===== src/rtl/apb_reg_completer_pkg.sv =====
// Shared types and constants for the APB register completer and its address decoder.
package apb_reg_completer_package;

    typedef enum logic {
        IDLE   = 1'b0,
        ACCESS = 1'b1
    } state_e;

    localparam logic [31:0] ID_VALUE_DEFAULT = 32'hA2C0_0001;
    localparam int          REG_IDX_LSB      = 2;
    localparam int          WAIT_CNT_W       = 4;

    // Index type is wide enough for up to 256 registers; narrower banks zero-extend.
    localparam int REG_IDX_W = 8;
    typedef logic [REG_IDX_W-1:0] reg_idx_t;

endpackage


===== src/rtl/apb_reg_completer_decode.sv =====
// Combinational word-address decode: paddr/pwrite -> register index and error flag.
module apb_reg_completer_decode
    import apb_reg_completer_package::*;
#(
    parameter int ADDR_W   = 32,
    parameter int NUM_REGS = 8
) (
    input  logic [ADDR_W-1:0] paddr_i,
    input  logic              pwrite_i,
    output reg_idx_t          idx_o,
    output logic              err_o
);

    localparam int IDX_W  = (NUM_REGS > 1) ? $clog2(NUM_REGS) : 1;
    localparam int HI_LSB = REG_IDX_LSB + IDX_W;

    logic [IDX_W-1:0] field;
    logic             hi_nz;

    // Error on misalignment, bits above the index field, holes past NUM_REGS, or writes to the ID register.
    always_comb begin
        field = paddr_i[REG_IDX_LSB +: IDX_W];
        hi_nz = (paddr_i >> HI_LSB) != '0;
        idx_o = reg_idx_t'(field);
        err_o = (paddr_i[1:0] != 2'b00) || hi_nz ||
                (idx_o >= reg_idx_t'(NUM_REGS)) || (pwrite_i && (idx_o == '0));
    end

endmodule


===== src/rtl/apb_reg_completer.sv =====
// APB completer with a small control-register bank and configurable wait states.
// Optional byte-lane writes via pstrb when APB_REG_COMPLETER_PSTRB_EN is defined.
module apb_reg_completer
    import apb_reg_completer_package::*;
#(
    parameter int                ADDR_W      = 32,
    parameter int                DATA_W      = 32,
    parameter int                NUM_REGS    = 8,
    parameter int                WAIT_STATES = 0,
    parameter logic [DATA_W-1:0] ID_VALUE    = ID_VALUE_DEFAULT
) (
    input  logic                       clk,
    input  logic                       rst_n,
    input  logic                       psel,
    input  logic                       penable,
    input  logic                       pwrite,
    input  logic [ADDR_W-1:0]          paddr,
    input  logic [DATA_W-1:0]          pwdata,
`ifdef APB_REG_COMPLETER_PSTRB_EN
    input  logic [DATA_W/8-1:0]        pstrb,
`endif
    output logic [DATA_W-1:0]          prdata,
    output logic                       pready,
    output logic                       pslverr,
    output logic [NUM_REGS*DATA_W-1:0] reg_q,
    output logic [NUM_REGS-1:0]        wr_pulse
);

    localparam int STRB_W = DATA_W / 8;

    // Handshake: a transfer completes in the cycle where psel, penable and pready are all
    // high; prdata and pslverr are meaningful only in that cycle and read as 0 otherwise.

    state_e                  state_q, state_d;
    logic [WAIT_CNT_W-1:0]   cnt_q, cnt_d;
    logic                    pready_q, pready_d;
    logic                    pslverr_q, pslverr_d;
    logic [DATA_W-1:0]       prdata_q, prdata_d;
    logic [NUM_REGS-1:0]     wr_pulse_q, wr_pulse_d;
    reg_idx_t                idx_q, idx_d;
    logic                    write_q, write_d;
    logic                    err_q, err_d;
    logic [DATA_W-1:0]       wdata_q, wdata_d;
    logic [STRB_W-1:0]       strb_q, strb_d;
    logic [DATA_W-1:0]       regs_q [1:NUM_REGS-1];
    logic [DATA_W-1:0]       regs_d [1:NUM_REGS-1];

    reg_idx_t                dec_idx;
    logic                    dec_err;
    logic [STRB_W-1:0]       strb_in;
    reg_idx_t                rd_idx;
    logic [DATA_W-1:0]       rd_word;
    logic                    cur_err, cur_wr, respond;
    logic [DATA_W-1:0]       wmask;

`ifdef APB_REG_COMPLETER_PSTRB_EN
    assign strb_in = pstrb;
`else
    assign strb_in = '1;
`endif

    apb_reg_completer_decode #(
        .ADDR_W   (ADDR_W),
        .NUM_REGS (NUM_REGS)
    ) u_decode (
        .paddr_i  (paddr),
        .pwrite_i (pwrite),
        .idx_o    (dec_idx),
        .err_o    (dec_err)
    );

    // With zero wait states the response is produced on the setup edge from the live decode.
    always_comb begin
        rd_idx  = (state_q == IDLE) ? dec_idx : idx_q;
        cur_err = (state_q == IDLE) ? dec_err : err_q;
        cur_wr  = (state_q == IDLE) ? pwrite  : write_q;
        rd_word = ID_VALUE;
        for (int i = 1; i < NUM_REGS; i++) begin
            if (rd_idx == reg_idx_t'(i)) rd_word = regs_q[i];
        end
        for (int b = 0; b < STRB_W; b++) begin
            wmask[b*8 +: 8] = {8{strb_q[b]}};
        end
    end

    always_comb begin
        state_d    = state_q;
        cnt_d      = cnt_q;
        pready_d   = pready_q;
        pslverr_d  = pslverr_q;
        prdata_d   = prdata_q;
        wr_pulse_d = '0;
        idx_d      = idx_q;
        write_d    = write_q;
        err_d      = err_q;
        wdata_d    = wdata_q;
        strb_d     = strb_q;
        regs_d     = regs_q;
        respond    = 1'b0;

        case (state_q)
            IDLE: begin
                if (psel && !penable) begin
                    state_d = ACCESS;
                    idx_d   = dec_idx;
                    write_d = pwrite;
                    err_d   = dec_err;
                    wdata_d = pwdata;
                    strb_d  = strb_in;
                    cnt_d   = WAIT_CNT_W'(WAIT_STATES);
                    respond = (WAIT_STATES == 0);
                end
            end
            ACCESS: begin
                if (!pready_q) begin
                    if (!psel) begin
                        state_d = IDLE;
                        cnt_d   = '0;
                    end else if (cnt_q <= WAIT_CNT_W'(1)) begin
                        cnt_d   = '0;
                        respond = 1'b1;
                    end else begin
                        cnt_d = cnt_q - WAIT_CNT_W'(1);
                    end
                end else begin
                    state_d   = IDLE;
                    pready_d  = 1'b0;
                    pslverr_d = 1'b0;
                    prdata_d  = '0;
                    if (psel && penable && write_q && !err_q && (strb_q != '0)) begin
                        for (int i = 1; i < NUM_REGS; i++) begin
                            if (idx_q == reg_idx_t'(i)) begin
                                regs_d[i]     = (regs_q[i] & ~wmask) | (wdata_q & wmask);
                                wr_pulse_d[i] = 1'b1;
                            end
                        end
                    end
                end
            end
            default: state_d = IDLE;
        endcase

        if (respond) begin
            pready_d  = 1'b1;
            pslverr_d = cur_err;
            prdata_d  = (cur_err || cur_wr) ? '0 : rd_word;
        end
    end

    always_ff @(posedge clk or negedge rst_n) begin
        if (!rst_n) begin
            state_q    <= IDLE;
            cnt_q      <= '0;
            pready_q   <= 1'b0;
            pslverr_q  <= 1'b0;
            prdata_q   <= '0;
            wr_pulse_q <= '0;
            idx_q      <= '0;
            write_q    <= 1'b0;
            err_q      <= 1'b0;
            wdata_q    <= '0;
            strb_q     <= '0;
            for (int i = 1; i < NUM_REGS; i++) regs_q[i] <= '0;
        end else begin
            state_q    <= state_d;
            cnt_q      <= cnt_d;
            pready_q   <= pready_d;
            pslverr_q  <= pslverr_d;
            prdata_q   <= prdata_d;
            wr_pulse_q <= wr_pulse_d;
            idx_q      <= idx_d;
            write_q    <= write_d;
            err_q      <= err_d;
            wdata_q    <= wdata_d;
            strb_q     <= strb_d;
            for (int i = 1; i < NUM_REGS; i++) regs_q[i] <= regs_d[i];
        end
    end

    assign prdata   = prdata_q;
    assign pready   = pready_q;
    assign pslverr  = pslverr_q;
    assign wr_pulse = wr_pulse_q;

    for (genvar g = 0; g < NUM_REGS; g++) begin : g_flat
        if (g == 0) begin : g_id
            assign reg_q[g*DATA_W +: DATA_W] = ID_VALUE;
        end else begin : g_rw
            assign reg_q[g*DATA_W +: DATA_W] = regs_q[g];
        end
    end

endmodule


===== config.mk =====
export PLATFORM = sky130hd
export DESIGN_NAME = apb_reg_completer
export DESIGN_NICKNAME = d
export VERILOG_FILES = /design/src/rtl/apb_reg_completer_pkg.sv /design/src/rtl/apb_reg_completer_decode.sv /design/src/rtl/apb_reg_completer.sv
export SDC_FILE = /design/constraint.sdc
export NUM_CORES = 1
export LEC_CHECK = 0
export ABC_AREA = 1
export CORE_UTILIZATION = 45
export CTS_BUF_LIST = sky130_fd_sc_hd__clkbuf_8
export CTS_CLUSTER_SIZE = 28
export DETAILED_ROUTE_END_ITERATION = 12
export GPL_ROUTABILITY_DRIVEN = 0
export PLACE_DENSITY = 0.82
export SLEW_MARGIN = 20
export SYNTH_ARGS = -nofsm -noshare
export SYNTH_HDL_FRONTEND = slang
export SYNTH_SLANG_ARGS = --single-unit

===== constraint.sdc =====
create_clock -name clk -period 4.64 [get_ports clk]
set_input_delay 0.464 -clock clk [delete_from_list [all_inputs] [get_ports clk]]
set_output_delay 0.464 -clock clk [all_outputs]
set_load 0.01 [all_outputs]

==> metrics.md, run 1 <==
| Metric | Value |
|---|---|
| Die height | between 150 and 200 um |
| Antenna viol nets, final | 0 |
| Max Slew Vio Count | 0 |
| Fraction of registers with async set/reset | 100.0% |
| GR Util All Layers | 29.12% |
| Status | finished clean |
| Remaining global-route overflow | 0 |
| Post-synthesis sequential area ratio | a little under three fifths |
| Main synth FF type | dfrtp_1 |
| Critical-path top delay cell | dfrtp_1 |
| Site row count | 63 |
| Resized cells post-CTS | 0 |
| Switch share | 29.83% |
| # DRC | 0 |
| Fin. Hold Viols | 0 |
| Crit-path cells | inv_2 > nand2_1 > nand2_2 > inv_2 > nand3_1 > inv_2 > nand2_1 > nand4_1 > o21ai_1 |
| Total of max-cap violations | 0 |
| Routed WL | around 46,000 um |
| Via density | 5.508 |
| CP max stage delay | 0.69 ns |
| Sequential share of power | between 40% and 50% |
| Die X | 177.3 um |
| Area leader, netlist | dfrtp_1 |
| First-pass GRT wire length | between 60,000 and 70,000 um |
| Routed length per instance | 19.36 um |
| Final HPWL DP | between 20,000 and 30,000 um |
| Layout cells sized above 1 | 6.366% |
| Synth top cells by count | nand2_1 (472), dfrtp_1 (308), o21ai_0 (216) |
| Die area | 31,420 um2 |
| CTS tree | built |
| Placed Cells | 2,290 |
| 1st-pass router iterations | 5 |
| Pwr/cell area | about 360 nW/um2 |
| Crit Path Category | register to register |
| 1st-iter DRT viols | between 1k and 1.5k |
| Worst-Margin Slew | 1.085 ns |
| Seq cells post-synth | 308 |
| Fin nets | 2,026 |
| Clock Tree Buf Depth | 3 |
| Clock share of power | 37.2% |
| WP data arrival | between 3 and 4 ns |
| Fin area | 18,320 um2 |
| Layout area overhead | 32.51% |
| Worst Hold Class | input pin to async pin |
| Final clock skew | between 0.02 and 0.03 ns |
| H-tree depth | 2 |
| Total CTS buffers | slightly above 50 |
| RSZ-0062 raised after global routing | false |
| Period minus WS final | 3.245 ns |
| CTS Root Cell | clkbuf_8 |
| Number of flops mapped to enable cells by yosys | 0 |
| YS warnings | 0 |
| Pin count of the biggest net entering global routing | 138 |
| Post-synth top area share | 55.76% |
| Leak | 8.679 nW |
| Worst skew pair latency | slightly below 0.6 ns |
| Max VDD drop | around 0.19 mV |
| Clock sinks | 308 |
| Startpoint Class | register |
| Post-place instance area | between 15,000 and 20,000 um2 |
| Setup Viol. Count Final | 0 |
| Post-Route Setup TNS | 0 ns |
| Clk pin slew, worst setup/hold paths | about 0.060 ns |
| Vias | around 13k |
| Avg Cell Area, Syn | 8.402 um2 |
| Vias in the first global route | 12.72k |
| Critical Path Fanout Max | 35 |
| WP data required | 5.09 ns |
| Starting Density | a little under half |
| CP Capture Type | register |
| Total internal power | 4.613 mW |
| Power share of the combinational group | 16.6% |
| Synth top area cells | dfrtp_1 (56%), nand2_1 (13%), o21ai_0 (7.8%), inv_1 (4.0%), nor2_1 (3.5%) |
| Net Sw Power | 1.961 mW |
| CP most frequent cell | inv_2 |
| Total core area | between 20,000 and 30,000 um2 |
| Top-count cell post-synth | nand2_1 |
| Slew margin rel. | 27.53% |
| Final Cycle Share | 69.93% |
| Mapped Area | roughly 14,000 um2 |
| Peak Freq | 0.3082 GHz |
| IO buf count | 333 |
| IO Count | 367 |
| Post-Syn Instances | ~1.6k |
| Post-route insts no fill | 2,386 |
| Initial antenna violation count | 1 |
| Yosys cell types | 30 |
==> path summary, 6_finish.rpt <==
check | startpoint | to | slack [ns] | cells past startpoint
max | state_q | prdata[23] | 1.40 | 9
min | rst_n | async pin | 0.42 | 2
max reg2reg | state_q | prdata[23] | 1.40 | 9
min reg2reg | strb_q[0] | strb_q[0] | 0.49 | 2
max in group asynchronous | rst_n | async pin | 3.31 | 3
min in group clk | pwdata[22] | wdata_q[22] | 0.45 | 3
==> critical path, delay by kind of cell (launching register included) <==
kind            cells  cell delay [ns]
compound gates      1             0.09
flops               1             0.69
buf+inv             3             1.27
simple gates        5             1.04
==> repair_timing <==
| action | CTS | global route |
|---|---|---|
| setup buffers | 0 | 0 |
| hold buffers | 0 | 1 |
| endpoints found under the hold margin | 0 | 59 |
==> cell families (layout without fill, tap and decap cells) <==
kind of cell	after synthesis	after routing	synth area share (%)
AND/OR/NAND/NOR	717	717	22.14
AO/OA/AOI/OAI	330	330	12.18
flip-flops	308	308	55.76
buffers and inverters	283	602	9.478
adder cells (fa/ha/maj)	2	2	0.1810
other	2	34	0.05433
XOR/XNOR	2	2	0.1268
multiplexers	1	1	0.07242
==> cells in the final DEF (no fill, tap or decap), types with 2 or more instances in the layout <==
master and instances:
a21oi_1 29, buf_12 2, buf_16 2, buf_4 11, clkbuf_8 67, clkdlybuf4s50_1 332, clkinv_2 2, conb_1 33
dfrtp_1 308, ha_1 2, inv_1 168, inv_2 12, nand2_1 472, nand2_2 6, nand3_1 15, nand3_2 3
nand4_1 74, nand4_4 2, nor2_1 130, nor2_2 2, nor2_4 6, nor3_4 3, o211ai_1 7, o21ai_0 216
o21ai_1 74, o22ai_1 3, or2_2 3
==> power groups by stage <==
stage | clock, mW | sequential [mW] | combinational [mW]
after detailed placement | 0 | 3.07 | 1.07
final | 2.45 | 3.04 | 1.09
after floorplan | 0 | 3.08 | 0.510
after global routing | 2.59 | 3.05 | 1.18
after CTS | 2.47 | 3.03 | 1.07
after global placement | 0 | 3.07 | 1.03
==> stage by stage <==
stage | util [%] | hold WS [ns] | worst slack, ns | power (mW)
floorplan | - | 0.1684 | 3.021 | 3.586
global placement | 57.35 | 0.4583 | 1.473 | 4.097
detailed placement | 57.44 | 0.4697 | 1.420 | 4.139
CTS | 61.01 | 0.05437 | 1.479 | 6.571
global route | 61.14 | 0.4421 | 1.214 | 6.830
finish | 61.14 | 0.4234 | 1.395 | 6.574
==> cell type report <==
cell class	instances	area, um2
fill	2497	11640
sequential	308	7707
multi-input combinational	1085	4921
timing repair buffer	349	3526
clock buffer	67	922.1
inverter	160	601.8
tap	390	488.0
clock inverter	26	146.4
antenna	1	2.502
==> routing by layer <==
layer	part of all wire, %	GRT usage [%]	vias up
met5	0	0	-
li1	-	-	5851
met2	46	45.80	851
met1	39	38.19	6282
met4	4.0	13.50	0
met3	11	6.701	159
Note: power is estimated with default switching activity, not from simulation.
==> run 2: changes to the inputs <==
- clock period: 4.64 -> 3.4 ns (I/O delays scaled with it)
==> metrics.md, run 2 (synthesis gave the netlist of run 1 again) <==
| Metric | Value |
|---|---|
| Status | finished clean |
| Worst skew pair latency | 0.58 ns (about the same) |
| Leak | 8.751 nW (+0.84%) |
| RSZ-0062 raised after global routing | false |
| Sequential share of power | 44.4% (-1.8 points) |
| Power share of the combinational group | 16.2% (-0.4 points) |
| Worst Hold Class | input pin to register |
| Clock Tree Buf Depth | 3 (unchanged) |
| Final HPWL DP | 31,190 um (+4.3%) |
| Total internal power | 6.594 mW (+43%) |
| Final Cycle Share | 80.06% (+10 points) |
| Worst-Margin Slew | 1.088 ns (+0.002601 ns) |
| Worst path bufs/invs | 3 (unchanged) |
| Hold WS | 0.3429 ns (-0.08049 ns) |
| Resized cells post-CTS | 0 (unchanged) |
| # DRC | 0 (unchanged) |
| Total core area | 29,950 um2 (unchanged) |
| Delay-heaviest family, CP | simple AND/OR/NAND/NOR gates |
| Routed WL | 46,820 um (+1.4%) |
| CTS Root Cell | clkbuf_8 |
| IO Count | 367 (unchanged) |
| 1st-pass router iterations | 5 (unchanged) |
| Post-route insts no fill | 2,395 (+0.38%) |
| Max Slew Vio Count | 0 (unchanged) |
| Pre-CTS WS | 0.6807 ns (-0.7389 ns) |
| Clk pin slew, worst setup/hold paths | 0.06 ns (about the same) |
| Total of max-cap violations | 0 (unchanged) |
| GR Util All Layers | 29.89% (+0.77 points) |
| Setup Viol. Count Final | 0 (unchanged) |
| Layout area overhead | 33.54% |
| Post-Route Setup TNS | 0 ns (unchanged) |
| Final clock skew | 0.04084 ns (+0.01414 ns) |
| Clock share of power | 39.4% (+2.2 points) |
| 1st-iter DRT viols | 1,363 (-2.6%) |
| Die area | 31,420 um2 (unchanged) |
| Layout cells sized above 1 | 7.182% (+0.82 points) |
| Antenna fix cells | 0 (-1) |
| Fin nets | 2,039 (+0.64%) |
| First-pass GRT wire length | 71,710 um (+2.9%) |
| Setup ws final | 0.6780 ns (-0.7172 ns) |
| Pin count of the biggest net entering global routing | 100 (-28%) |
| CP Capture Type | register |
| Via density | 5.488 (-0.38%) |
| Remaining global-route overflow | 0 (unchanged) |
| Critical Path Fanout Max | 23 (-34%) |
| Starting Density | 46.14% (unchanged) |
| Startpoint Class | register |
| Vias | 13.14k (unchanged) |
| Net Sw Power | 2.709 mW (+38%) |
| Crit-path cells | inv_2 > nand2_1 > nand2_2 > buf_4 > nor3_4 > buf_4 > nand2_1 > nand4_1 > o21ai_1 |
| H-tree depth | 2 (unchanged) |
| Clock sinks | 308 (unchanged) |
| Slew margin rel. | 27.36% (-0.17 points) |
| CTS tree | built |
| Placed Cells | 2,305 (+0.66%) |
| Die X | 177.3 um (unchanged) |
| Most common cell after layout, fill and taps aside | nand2_1 |
| Crit Path Category | register to register |
| Period minus WS final | 2.722 ns (-0.5228 ns) |
| Antenna viol nets, final | 0 (unchanged) |
| Switch share | 29.12% (-0.71 points) |
| Routed length per instance | 19.55 um (+0.98%) |
| WP data arrival | 3.16 ns (-0.53 ns) |
| Most frequent cells in the layout | nand2_1 (472), clkdlybuf4s50_1 (332), dfrtp_1 (308) |
| Total CTS buffers | 50 (-2.0%) |
| Finished Core Util | 61.62% (+0.48 points) |
| Vias in the first global route | 12.87k (+1.1%) |
| WP data required | 3.84 ns (-1.25 ns) |
| Pwr/cell area | 504.0 nW/um2 (+40%) |
| Initial antenna violation count | 1 (unchanged) |
| Peak Freq | 0.3674 GHz (+19%) |
| Site row count | 63 (unchanged) |
| CP max stage delay | 0.64 ns (-0.05 ns) |
| Fin. Hold Viols | 0 (unchanged) |
| Max VDD drop | 0.4329 mV (+130%) |
| Critical-path top delay cell | dfrtp_1 |
| Die height | 177.3 um (unchanged) |
| IO buf count | 333 (unchanged) |
-- run 2: cell types whose count changed in the layout (fill, tap and decap cells not counted), moves of 2 or more --
| cell | previous run | this run |
|---|---|---|
| bufinv_16 | 1 | 7 |
| inv_1 | 168 | 161 |
| clkbuf_8 | 67 | 60 |
| clkinv_2 | 2 | 7 |
| buf_4 | 11 | 26 |
| buf_16 | 2 | 0 |
-- run 2: timing repair --
item / 4_1_cts / 5_1_grt
buffers inserted: 0 / 0
hold buffers: 1 / 0
endpoints found under the setup margin: 0 / 0
endpoints found under the hold margin: 93 / 0
-- run 2: path summary, 6_finish.rpt --
| check | end | cells past startpoint | startpoint | slack (ns) |
|---|---|---|---|---|
| min reg2reg | pslverr | 2 | pslverr | 0.48 |
| max reg2reg | prdata[23] | 9 | state_q | 0.68 |
| min in group asynchronous | async pin | 2 | rst_n | 0.42 |
| min | wdata_q[24] | 3 | pwdata[24] | 0.34 |
| max | prdata[23] | 9 | state_q | 0.68 |
| max in group asynchronous | async pin | 3 | rst_n | 1.90 |
-- run 2: per-layer routing --
layer  part of all wire (%)  vias up  global-route usage [%]  wire length, um
met5                      0        -                       0                0
met4                    4.6        0                   14.10             2174
met3                     11      177                   8.033             5373
met2                     46      883                   46.68            21460
met1                     38     6213                   38.62            17820
li1                       -     5870                       -                -
-- run 2: power by group through the flow --
| stage | Clock (mW) | Combinational, mW | Sequential, mW |
|---|---|---|---|
| after floorplan | 0 | 0.695 | 4.20 |
| after global placement | 0 | 1.44 | 4.18 |
| after detailed placement | 0 | 1.48 | 4.19 |
| after CTS | 3.69 | 1.49 | 4.13 |
| after global routing | 3.87 | 1.63 | 4.16 |
| final | 3.67 | 1.50 | 4.13 |
-- run 2: final cells by class --
class | instances | area, um2
Sequential cell | 308 | 7707
Clock inverter | 29 | 310.3
Timing Repair Buffer | 363 | 3603
Fill cell | 2458 | 11500
Inverter | 160 | 601.8
Tap cell | 390 | 488.0
Multi-Input combinational cell | 1085 | 4921
Clock buffer | 60 | 825.8
-- run 2: through the flow --
| step | power, mW | cell area [um2] |
|---|---|---|
| after floorplan | 4.894 | 13940 |
| after global placement | 5.617 | 17310 |
| after detailed placement | 5.666 | 17310 |
| after CTS | 9.300 | 18460 |
| after global routing | 9.659 | 18460 |
| final | 9.303 | 18460 |
-- run 2: worst min-delay path, stage by stage --
cell	delay, ns
clkdlybuf4s50_1	0.40
nand2_1	0.06
o21ai_0	0.07
